--- config.mk ---
export PLATFORM = sky130hd
export DESIGN_NAME = ex_operand_stage
export DESIGN_NICKNAME = d
export VERILOG_FILES = /design/src/rtl/ex_operand_stage.sv
export SDC_FILE = /design/constraint.sdc
export NUM_CORES = 1
export LEC_CHECK = 0
export ABC_AREA = 0
export CAP_MARGIN = 20
export CORE_AREA = 10 10 95 180
export DETAILED_ROUTE_END_ITERATION = 8
export DIE_AREA = 0 0 105 190
export HOLD_SLACK_MARGIN = 0.06
export PLACE_DENSITY = 0.83
export SYNTH_ARGS = -nofsm -noshare
export SYNTH_HDL_FRONTEND = slang
export SYNTH_SLANG_ARGS = --single-unit
--- constraint.sdc ---
create_clock -name clk -period 6.17 [get_ports clk]
set_clock_uncertainty 0.15 [all_clocks]
set_input_delay 0.617 -clock clk [delete_from_list [all_inputs] [get_ports clk]]
set_output_delay 0.617 -clock clk [all_outputs]
set_load 0.01 [all_outputs]
--- src/rtl/ex_operand_stage.sv ---
// ID/EX stage register with operand forwarding, load-use stall detection and a
// saturating stall-cycle counter.
module ex_operand_stage #(
  parameter int unsigned CNT_W = 16
) (
  input  logic             clk,
  input  logic             reset,
  input  logic             flush,
  input  logic             id_valid,
  input  logic [4:0]       id_rs,
  input  logic [4:0]       id_rt,
  input  logic [4:0]       id_rd,
  input  logic [31:0]      id_rs_data,
  input  logic [31:0]      id_rt_data,
  input  logic [31:0]      id_imm,
  input  logic             id_alusrc,
  input  logic [3:0]       id_aluctl,
  input  logic             id_memread,
  input  logic             id_regwrite,
  input  logic             exmem_regwrite,
  input  logic [4:0]       exmem_rd,
  input  logic [31:0]      exmem_data,
  input  logic             memwb_regwrite,
  input  logic [4:0]       memwb_rd,
  input  logic [31:0]      memwb_data,
  output logic             ex_valid,
  output logic             ex_memread,
  output logic             ex_regwrite,
  output logic [3:0]       ex_ctl,
  output logic [4:0]       ex_rd,
  output logic [31:0]      ex_a,
  output logic [31:0]      ex_b,
  output logic [31:0]      ex_store_data,
  output logic             stall,
  output logic [CNT_W-1:0] stall_count
);

  logic             valid_q, memread_q, regwrite_q, alusrc_q;
  logic [4:0]       rs_q, rt_q, rd_q;
  logic [3:0]       aluctl_q;
  logic [31:0]      rs_data_q, rt_data_q, imm_q;
  logic [CNT_W-1:0] count_q;
  logic             bubble;
  logic [31:0]      rs_fwd, rt_fwd;

  assign stall = valid_q & memread_q & regwrite_q & (rd_q != 5'd0) & id_valid & ~flush &
                 ((id_rs == rd_q) | (id_rt == rd_q));

  assign bubble = reset | flush | stall;

  always_ff @(posedge clk) begin
    if (bubble) begin
      valid_q    <= 1'b0;
      memread_q  <= 1'b0;
      regwrite_q <= 1'b0;
      aluctl_q   <= 4'b0000;
      rd_q       <= 5'd0;
      rs_q       <= 5'd0;
      rt_q       <= 5'd0;
      alusrc_q   <= 1'b0;
    end else begin
      valid_q    <= id_valid;
      memread_q  <= id_memread;
      regwrite_q <= id_regwrite;
      aluctl_q   <= id_aluctl;
      rd_q       <= id_rd;
      rs_q       <= id_rs;
      rt_q       <= id_rt;
      alusrc_q   <= id_alusrc;
    end
  end

  // Data fields are don't-care in a bubble, so they load unconditionally.
  always_ff @(posedge clk) begin
    rs_data_q <= id_rs_data;
    rt_data_q <= id_rt_data;
    imm_q     <= id_imm;
  end

  always_ff @(posedge clk) begin
    if (reset) begin
      count_q <= '0;
    end else if (stall && (count_q != {CNT_W{1'b1}})) begin
      count_q <= count_q + {{(CNT_W-1){1'b0}}, 1'b1};
    end
  end

  // EX/MEM wins over MEM/WB; register 0 always keeps its registered value.
  always_comb begin
    rs_fwd = rs_data_q;
    if (exmem_regwrite && (exmem_rd != 5'd0) && (exmem_rd == rs_q)) begin
      rs_fwd = exmem_data;
    end else if (memwb_regwrite && (memwb_rd != 5'd0) && (memwb_rd == rs_q)) begin
      rs_fwd = memwb_data;
    end
  end

  always_comb begin
    rt_fwd = rt_data_q;
    if (exmem_regwrite && (exmem_rd != 5'd0) && (exmem_rd == rt_q)) begin
      rt_fwd = exmem_data;
    end else if (memwb_regwrite && (memwb_rd != 5'd0) && (memwb_rd == rt_q)) begin
      rt_fwd = memwb_data;
    end
  end

  assign ex_valid      = valid_q;
  assign ex_memread    = memread_q;
  assign ex_regwrite   = regwrite_q;
  assign ex_ctl        = aluctl_q;
  assign ex_rd         = rd_q;
  assign ex_a          = rs_fwd;
  assign ex_b          = alusrc_q ? imm_q : rt_fwd;
  assign ex_store_data = rt_fwd;
  assign stall_count   = count_q;

endmodule

### Yosys cells after proc, flatten, opt, wreduce, memory -nomap -nowiden

Index checks and enable logic that the tools add are counted.

* register bits after elaboration: 135
* output and inout bits: 125
* word-level logic and storage cells: 45

* add/subtract/negate cells: 1
* equal/unequal tests: 7
* muxes and demuxes: 5
* bitwise logic cells: 10
* reductions and logical operators: 10

Operators by type and width (count)
* $mux 32: 5
* $eq 5x5->1: 6
* $add 16x1->16 const B: 1
* $ne 16x16->1 const B: 1
* $reduce_bool 5->1: 3
* $logic_and 1x1->1: 7
* $and 1x1->1: 6
* $or 1x1->1: 3
* $not 1->1: 1

### Depth between registers and ports, before layout

Gate-level depths: netlist (run 1).

* depth in word-level cells: 7
* gate-level depth with buffers: 7
* mapped depth without buffers: 6

### Worst setup path after synthesis (run 1)

No wires, ideal clock.

* kind: input to output
* start point: input port exmem_rd[1]
* end point: output port ex_b[21]
* data arrival time: 2.173 ns
* required time: 5.403 ns
* path slack: 3.230 ns
* stages on the path: 7
* path buffers: 2
* cell sequence: or4_1 o21ai_2 or3_1 buf_4 buf_6 a31oi_1 mux2_2

* word-level cells in the longest chain between the ends: 5
* elaborated cells on any way between the ends: 6
* those cells by class: eq/ne (1); mux (2); reduce/logical (3)

RTL lines
* from (decl): RTL line 21 `input logic [4:0] exmem_rd,`
* $reduce_bool 5->1: RTL line 100 `if (exmem_regwrite && (exmem_rd != 5'd0) && (exmem_rd == rt_q)) begin`
* $logic_and 1x1->1: RTL line 100
* $logic_and 1x1->1 *: RTL line 100
* $mux 32 *: RTL line 100
* net ex_store_data[21]: RTL line 33 `output logic [31:0] ex_store_data,`
* $mux 32 *: RTL line 113 `assign ex_b = alusrc_q ? imm_q : rt_fwd;`
* to (decl): RTL line 32 `output logic [31:0] ex_b,`

The timed path passes the listed nets; every way through them passes the cells marked *.

### Worst setup path in the final report (run 1)

* start point: input port exmem_rd[0]
* end point: output port ex_b[7]

* word-level cells in the longest chain between the ends: 5
* elaborated cells on any way between the ends: 6
* those cells by class: eq/ne (1); mux (2); reduce/logical (3)

RTL lines (RTL line)
* $reduce_bool 5->1: 100
* $logic_and 1x1->1: 100
* $logic_and 1x1->1 *: 100
* $mux 32 *: 100
* $mux 32 *: 113

Mark *: on every way between the ends. The rest lies on a longest branch, timed or not.

==> results_dict.tcl, run 1 <==
set metrics [dict create \
    die_y_um 190 \
    cp_max_fo 33 \
    grt_overflow 0 \
    hold_viol 0 \
    synth_edf_count 0 \
    setup_viol 0 \
    drv_slew 0 \
    dr.pass1.iters 5 \
    cap_violations 0 \
    power_density_nw_per_um2 245 \
    syn_nets 830 \
    status "finished, final reports clean" \
    cp_slowest_cell "or3_1" \
    drtIter0Drc 317 \
    worst_slew_pin_slew_ns 1.12 \
    required_ns 5.40 \
    place_hpwl_mm 19.5 \
    ys_top_cells_by_area "dfxtp_1 47%, mux2_2 5.8%, mux2i_1 5.5%, or3_1 4.2%, a21oi_1 4.0%" \
    period_share 0.733 \
    areaGrowthSynthToFinish_pct 68.4 \
    final_cell_mix "322 x clkdlybuf4s50_1, 134 x dfxtp_1, 46 x a21oi_1" \
    io_buffers 322 \
    critPathKind "input port to output pin" \
    hold_depth 2 \
    power_leakage_uw 0.00359 \
    hp-class "flip-flop to flip-flop" \
    rr_worst_depth 5 \
    ir_drop_uv 179 \
    netlist.area_leader.share 0.465 \
    route.vias.total 6029 \
    drc 0 \
    start_util 0.407 \
    ant_nets 0 \
    maxSlewHeadroom 0.250 \
    ctsLongestPathBuffers 2 \
    endpoint_kind "output pin" \
    mostFrequentLayoutCell "clkdlybuf4s50_1" \
    dieArea_um2 20000 \
    ys_ff_latch 135 \
    h-tree-depth 4 \
    clk_latency_ns 0.42 \
    place_congestion 1.05 \
    cts_setup_buffers 0 \
    syn_area_um2 5810 \
    regArea_um2 2700 \
    fin_tns_setup_ns 0 \
    drive_gt1_frac 0.0842 \
    cts_tree "built" \
    worst_slack_ns 1.65 \
    period_minus_slack_ns 4.52 \
    max_stage_delay_ns 0.65 \
    dp_slack_ns 1.69 \
    routed_wl_mm 25.3 \
    grt_use_total 0.246 \
    worstPathCellList "clkdlybuf4s50_1 -> xnor2_1 -> nand3_1 -> buf_4 -> or3_1 -> buf_4 -> a31oi_1 -> mux2_2 -> clkdlybuf4s50_1" \
    grt_pass1_wl_mm 37.8 \
    ctsResizeCount 0 \
    grt_pass1_vias 6260 \
    path_clk_slew_ns 0.06 \
    ctsHoldBuffers 0 \
    num-nets-final 1136 \
    synthCells 631 \
    clock-sinks 135 \
    rows 62 \
    rsz0062_at_grt "no" \
    cts-buffers-inserted 17 \
    final_cell_area_um2 9780 \
    postPlaceCellArea_um2 9150 \
    yosysTopAreaCell "dfxtp_1" \
    synthArstFlopShare 0 \
    synth_cell_type_count 40 \
    multi_input_area_um2 2760 \
    ys.flop_type "dfxtp_1" \
    wl_per_cell_um 22.0 \
    dieWidth_um 105 \
    fill_cells 1136 \
    fin_cells 1146 \
    dp.cells 1110 \
    cp.arrival_ns 3.76 \
    finalPower_uw 2400 \
    yosysSeqAreaShare 0.465 \
    grt_start_max_net_pins 65 \
    avgSynthCellArea_um2 9.20 \
    clock-root-buffer "clkbuf_16" \
    core-area_um2 14300 \
    io_pins 323 \
    vias_per_cell 5.26 \
    yosys_warnings 0 \
    worstSetupStartpointType "input port" \
    fmax_mhz 221 \
    antenna_found_initial 4 \
]
[routing by layer]
layer  vias to the layer above  GRT usage  part of all wire  wire length [um]
met5                         -          0                 0                 0
met4                         0      0.119             0.033               837
met3                        54     0.0759             0.077              1950
met2                       281      0.440              0.54             13700
met1                      2821      0.253              0.35              8810
li1                       2873          -                 -                 -
[state kept, by name, indices dropped and copies added, names as in the netlist]
signal and cells:
imm_q 32, ex_memread 1, alusrc_q 1, ex_ctl 4
rt_q 5, ex_valid 1, rt_data_q 32, ex_rd 5
stall_count 16, ex_regwrite 1, rs_q 5, rs_data_q 32
[worst max-delay path: cells and delay by family]
kind | cells | cell delay (ns)
multiplexers | 1 | 0.23
AO/OA/AOI/OAI | 1 | 0.30
buffers and inverters | 4 | 1.68
XOR/XNOR | 1 | 0.15
AND/OR/NAND/NOR | 2 | 0.75
[logic make-up after synthesis]
kind of cell               synth area share
muxes                                 0.119
buffers and inverters                0.0605
DFF                                   0.465
and+or+nand+nor                       0.179
xor gates and xnor gates             0.0452
AOI/OAI and AO/OA                     0.129
adders and majority gates           0.00215
[path summary, 6_finish.rpt]
check                     to  slack, ns            start
min          stall_count[11]       0.37  stall_count[11]
max reg2reg   stall_count[5]       3.53         ex_rd[2]
max                  ex_b[7]       1.65      exmem_rd[0]
min reg2reg  stall_count[11]       0.37  stall_count[11]
[final cells by class]
cell class	instances	share of cell area
Antenna cell	4	0.00102
Clock buffer	21	0.0481
Clock inverter	11	0.0151
Inverter	35	0.0134
Multi-Input combinational cell	414	0.283
Sequential cell	135	0.276
Tap cell	192	0.0246
Timing Repair Buffer	334	0.339
[Yosys cell counts, types with 2 or more instances]
master,n
dfxtp_1,135
a21oi_1,46
nor2_1,45
or3_1,39
o21ai_0,36
inv_1,34
nor4_1,34
mux2i_1,32
a31oi_1,31
mux2_2,30
clkbuf_1,27
and2_1,23
xnor2_1,17
buf_2,14
xor2_1,13
nand3_1,12
nand4_1,8
or4_1,8
nand2_1,7
o31ai_1,7
nor3_1,5
buf_6,3
mux2_1,3
a211oi_2,2
and3_1,2
buf_1,2
o21a_1,2
o21ai_1,2
[metrics by stage]
stage	util	hold WS (ns)
global route	0.685	0.391
global placement	0.641	0.328
finish	0.685	0.366
floorplan	-	0.354
CTS	0.685	0.353
detailed placement	0.641	0.341
[power breakdown]
part,total [uW],internal (uW),switching [uW],leakage (uW)
sequential,930,912,18.6,0.00113
clock,1050,667,388,0.000291
combinational,415,249,165,0.00217
total,2400,1830,571,0.00359
Power figures use the tool's default switching activity.
==> inputs of run 2 (changes only) <==
--- a/config.mk
+++ b/config.mk
@@ -7,11 +7,11 @@
 export LEC_CHECK = 0
 export ABC_AREA = 0
 export CAP_MARGIN = 20
-export CORE_AREA = 10 10 95 180
+export CORE_AREA = 10 10 103 196
 export DETAILED_ROUTE_END_ITERATION = 8
-export DIE_AREA = 0 0 105 190
+export DIE_AREA = 0 0 113 206
 export HOLD_SLACK_MARGIN = 0.06
-export PLACE_DENSITY = 0.83
+export PLACE_DENSITY = 0.74
 export SYNTH_ARGS = -nofsm -noshare
 export SYNTH_HDL_FRONTEND = slang
 export SYNTH_SLANG_ARGS = --single-unit
==> constraint.sdc (replaced) <==
create_clock -name clk -period 4.11 [get_ports clk]
set_clock_uncertainty 0.15 [all_clocks]
set_input_delay 0.411 -clock clk [delete_from_list [all_inputs] [get_ports clk]]
set_output_delay 0.411 -clock clk [all_outputs]
set_load 0.01 [all_outputs]
==> run 2 against run 1 <==
  * Critical path depth decreased by 1
  * Clock power increased by 51%
  * Flip-flop and latch count unchanged
  * Count of clock-buffer cells in the layout decreased by 1
  * Global-route usage decreased by 4.0 points
  * Via count increased by 1.6%
  * Total power increased by 51%
  * Register-to-register slack got worse by 2.0 ns
  * Utilization decreased by 11 points
==> results_dict.tcl, run 2 (same netlist as run 1, synthesis figures left out) <==
set metrics [dict create \
    status "finished, final reports clean" \
    dp.cells 1131 \
    ir_drop_uv 329 \
    ctsHoldBuffers 0 \
    hp-class "input port to flip-flop" \
    rsz0062_at_grt "no" \
    dr.pass1.iters 5 \
    power_leakage_uw 0.00362 \
    rr_worst_depth 5 \
    worstPathCellList "clkdlybuf4s50_1 -> or4_1 -> o21ai_4 -> buf_4 -> nor4_1 -> a31oi_1 -> mux2_2 -> clkdlybuf4s50_1" \
    min_from "id_rt_data[0]" \
    path_common_cell "clkdlybuf4s50_1" \
    worstSetupStartpointType "input port" \
    endpoint_kind "output pin" \
    drc 0 \
    period_share 0.906 \
    wl_per_cell_um 21.2 \
    ant_nets 0 \
    h-tree-depth 4 \
    drtIter0Drc 309 \
    route.vias.total 6128 \
    fin_cells 1163 \
    drv_slew 0 \
    start_util 0.340 \
    antenna_found_initial 4 \
    ctsLongestPathBuffers 2 \
    areaGrowthSynthToFinish_pct 69.6 \
    cp_max_fo 23 \
    whs_ns 0.285 \
    grt_overflow 0 \
    grt_pass1_vias 6519 \
    cts-buffers-inserted 17 \
    ff2ff_setup_slack_ns 1.54 \
    critPathKind "input port to output pin" \
    routed_wl_mm 24.7 \
    grt_use_total 0.206 \
    worstSetupStartpoint "exmem_rd[1]" \
    num-nets-final 1139 \
    finalPower_uw 3620 \
    r2r-end "stall_count[5]" \
    core-area_um2 17100 \
    io_buffers 322 \
    cp_num_buf_inv 3 \
    clock-sinks 135 \
    maxSlewHeadroom 0.353 \
    drive_gt1_frac 0.0892 \
    path_clk_slew_ns 0.06 \
    fmax_mhz 268 \
    cts_tree "built" \
    place_hpwl_mm 19.1 \
    crit_cells 8 \
    fin_tns_setup_ns 0 \
    top_regs "imm_q: 32 flops, rs_data_q: 32 flops, rt_data_q: 32 flops" \
    crit_end "ex_b[25]" \
    final_cell_mix "322 x clkdlybuf4s50_1, 134 x dfxtp_1, 46 x a21oi_1" \
    setup_viol 0 \
    max_stage_delay_ns 0.61 \
    required_ns 3.55 \
    io_pins 323 \
    r2r_start "ex_rd[1]" \
    cts_setup_buffers 0 \
    period_minus_slack_ns 3.73 \
    die_y_um 206 \
    cp_slowest_cell "or4_1" \
    place_congestion 0.988 \
    dieArea_um2 23300 \
    cap_violations 0 \
    vias_per_cell 5.27 \
    worst_slew_pin_slew_ns 0.971 \
    ctsResizeCount 0 \
    cp.arrival_ns 3.16 \
    clock-root-buffer "clkbuf_16" \
    hold_viol 0 \
    rows 68 \
    fill_cells 1450 \
    antenna_cells 0 \
    power_density_nw_per_um2 367 \
    critPathTopFamily "buffers and inverters" \
    clk_latency_ns 0.42 \
    dieWidth_um 113 \
    grt_start_max_net_pins 43 \
    mostFrequentLayoutCell "clkdlybuf4s50_1" \
    grt_pass1_wl_mm 37.3 \
]
[run 2: cell count changes in the layout (fill, tap and decap cells not counted), sizes merged]
cell and change:
buf +3, clkbuf -1, clkinv +2, clkinvlp -1, diode -4
[run 2: metrics by stage]
stage / utilization / area [um^2] / worst slack [ns]
floorplan: - / 5810 / 1.58
global placement: 0.540 / 9240 / 0.401
detailed placement: 0.540 / 9240 / 0.406
CTS: 0.576 / 9850 / 0.396
global route: 0.576 / 9850 / 0.267
finish: 0.576 / 9850 / 0.385
[run 2: final cells by class]
cell class / count / area [um^2] / area share
tap: 210 / 263 / 0.0267
sequential: 135 / 2700 / 0.274
timing repair buffer: 337 / 3360 / 0.341
inverter: 35 / 131 / 0.0133
multi-input combinational: 414 / 2780 / 0.282
clock inverter: 12 / 150 / 0.0152
clock buffer: 20 / 467 / 0.0474
[run 2: worst register-to-register path: cells and delay by family, from the launching register on]
kind            cells  cell delay [ns]
mux                 1             0.34
compound gates      1             0.58
simple gates        3             0.92
flops               1             0.45
[run 2: layer usage]
metal,up-vias,wire length (um),global-route usage
met4,8,625,0.0815
met2,391,11300,0.333
met3,43,3410,0.120
met1,2817,9300,0.214
li1,2869,-,-
met5,-,46,0
[run 2: worst min-delay path by stage]
stage,slack [ns],endpoint,cells after the start
2_1_floorplan,0.29,imm_q[0],0
3_3_place_gp,0.34,stall_count[14],2
3_5_place_dp,0.34,stall_count[14],2
4_1_cts,0.26,rt_data_q[0],1
5_1_grt,0.27,imm_q[5],1
6_report,0.29,rt_data_q[0],1
[run 2: report_power, final]
part / total, uW / internal (uW) / switching [uW]
sequential: 1400 / 1370 / 28.3
clock: 1590 / 1000 / 591
combinational: 632 / 378 / 253
==> inputs of run 3 (changes only) <==
--- a/config.mk
+++ b/config.mk
@@ -7,11 +7,11 @@
 export LEC_CHECK = 0
 export ABC_AREA = 0
 export CAP_MARGIN = 20
-export CORE_AREA = 10 10 103 196
+export CORE_AREA = 10 10 98 186
 export DETAILED_ROUTE_END_ITERATION = 8
-export DIE_AREA = 0 0 113 206
+export DIE_AREA = 0 0 108 196
 export HOLD_SLACK_MARGIN = 0.06
-export PLACE_DENSITY = 0.74
+export PLACE_DENSITY = 0.86
 export SYNTH_ARGS = -nofsm -noshare
 export SYNTH_HDL_FRONTEND = slang
 export SYNTH_SLANG_ARGS = --single-unit
==> constraint.sdc (replaced) <==
create_clock -name clk -period 3.5 [get_ports clk]
set_clock_uncertainty 0.15 [all_clocks]
set_input_delay 0.35 -clock clk [delete_from_list [all_inputs] [get_ports clk]]
set_output_delay 0.35 -clock clk [all_outputs]
set_load 0.01 [all_outputs]
==> run 3 against run 2 <==
  * Register-to-register slack got worse by 0.42 ns
  * Total power up 18%
  * Clock power is 15% higher
  * Global-route usage is 3.5 points higher
  * First-iteration DRC count decreased by 13%
  * Final area increased by 7.6%
  * Flip-flop and latch count stayed put
==> results_dict.tcl, run 3 (same netlist as run 1, synthesis figures left out) <==
set metrics [dict create \
    status "finished, final reports clean" \
    io_pins 323 \
    hold_viol 0 \
    cts_tree "built" \
    hp-class "input port to flip-flop" \
    cp.arrival_ns 2.99 \
    dp_slack_ns -0.0846 \
    seq_power_share 0.383 \
    dr.pass1.iters 4 \
    vias_per_cell 5.32 \
    rr_worst_depth 6 \
    p_sw_frac 0.243 \
    grt_overflow 0 \
    power_leakage_uw 0.00420 \
    start_util 0.380 \
    worst_slack_ns 0.0138 \
    die_y_um 196 \
    route.vias.total 6427 \
    areaGrowthSynthToFinish_pct 82.5 \
    ir_drop_uv 348 \
    cap_violations 0 \
    power_density_nw_per_um2 403 \
    final_core_util 0.693 \
    fmax_mhz 287 \
    period_share 0.996 \
    grt_use_total 0.241 \
    maxSlewHeadroom 0.357 \
    core-area_um2 15300 \
    r2r-end "stall_count[5]" \
    drc 0 \
    top_regs "imm_q: 32 flops, rs_data_q: 32 flops, rt_data_q: 32 flops" \
    mostFrequentLayoutCell "clkdlybuf4s50_1" \
    wl_per_cell_um 22.3 \
    setup_viol 0 \
    antenna_found_initial 1 \
    num-nets-final 1191 \
    clk_latency_ns 0.42 \
    critPathKind "input port to output pin" \
    endpoint_kind "output pin" \
    min_from "id_imm[0]" \
    combinationalPowerShare 0.190 \
    grt_start_max_net_pins 41 \
    drive_gt1_frac 0.160 \
    grt_pass1_vias 6677 \
    dp.cells 1162 \
    ctsLongestPathBuffers 2 \
    period_minus_slack_ns 3.49 \
    ff2ff_setup_slack_ns 1.12 \
    drtIter0Drc 269 \
    worstSetupStartpointType "input port" \
    cts-buffers-inserted 17 \
    dieArea_um2 21200 \
    clockPowerShare 0.427 \
    place_hpwl_mm 20.0 \
    finalPower_uw 4280 \
    fin_cells 1207 \
    cp_max_fo 27 \
    p_switching_uw 1040 \
    required_ns 3.00 \
    place_congestion 0.916 \
    final_cell_mix "271 x clkdlybuf4s50_1, 134 x dfxtp_1, 56 x buf_4" \
    h-tree-depth 4 \
    ctsHoldBuffers 0 \
    intPower_uw 3240 \
    drv_slew 0 \
    whs_ns 0.219 \
    dieWidth_um 108 \
    io_buffers 322 \
    rows 64 \
    hold_end "imm_q[0]" \
    routed_wl_mm 26.9 \
    clock-root-buffer "clkbuf_16" \
    ant_nets 0 \
    worst_slew_pin_slew_ns 0.964 \
    hold_depth 1 \
    grt_pass1_wl_mm 38.9 \
    clock-sinks 135 \
    r2r_start "stall_count[0]" \
    path_clk_slew_ns 0.06 \
]
==> run 3: worst max path at each step <==
| stage | startpoint | to | slack (ns) | cells after the start |
|---|---|---|---|---|
| after CTS | memwb_rd[2] | ex_store_data[27] | -0.06 | 10 |
| final | exmem_rd[3] | ex_a[7] | 0.01 | 8 |
| after global routing | memwb_rd[2] | ex_b[17] | -0.05 | 10 |
| after floorplan | exmem_rd[1] | ex_b[21] | 1.09 | 7 |
| after detailed placement | exmem_rd[2] | ex_b[23] | -0.08 | 9 |
| after global placement | exmem_rd[3] | ex_b[23] | -0.05 | 9 |
==> run 3: worst max-delay path, cell delays in order <==
cell,delay [ns]
clkdlybuf4s50_1,0.55
or4_4,0.17
o21ai_4,0.06
or4_2,0.71
buf_12,0.19
buf_4,0.17
a21oi_1,0.18
clkdlybuf4s50_1,0.59
==> run 3: stage by stage <==
step | TNS (ns) | instance area [um^2]
final | 0 | 10600
after global routing | -0.0934 | 10600
after CTS | -0.0581 | 10300
after detailed placement | -0.668 | 9600
after global placement | -0.0457 | 9600
after floorplan | 0 | 5810
==> run 3: final cells by class <==
| class | count | area [um^2] |
|---|---|---|
| fill | 1120 | 4700 |
| timing repair buffer | 389 | 3920 |
| multi-input combinational | 414 | 2970 |
| sequential | 135 | 2700 |
| clock buffer | 22 | 494 |
| tap | 198 | 248 |
| inverter | 35 | 131 |
| clock inverter | 10 | 119 |
| antenna | 4 | 10.0 |
==> run 3: timing repair <==
action | in CTS | in global routing
endpoints found under the hold margin | 0 | 0
pin swaps | 7 | 4
setup endpoints to repair | 29 | 44
cloned | 2 | 1
setup buffers | 1 | 5
resized for setup | 41 | 42
==> run 3: power groups by stage <==
stage               clock network [uW]  registers [uW]  logic (uW)
floorplan                            0            1660         250
global placement                     0            1670         777
detailed placement                   0            1670         791
CTS                               1860            1640         794
global route                      1930            1640         857
finish                            1830            1640         811
==> run 3: routing by layer <==
metal | global-route usage | up-vias | wire length (um)
li1 | - | 2981 | -
met1 | 0.230 | 3055 | 9100
met2 | 0.446 | 319 | 14500
met3 | 0.0722 | 72 | 2090
met4 | 0.114 | 0 | 1170
met5 | 0 | - | 0
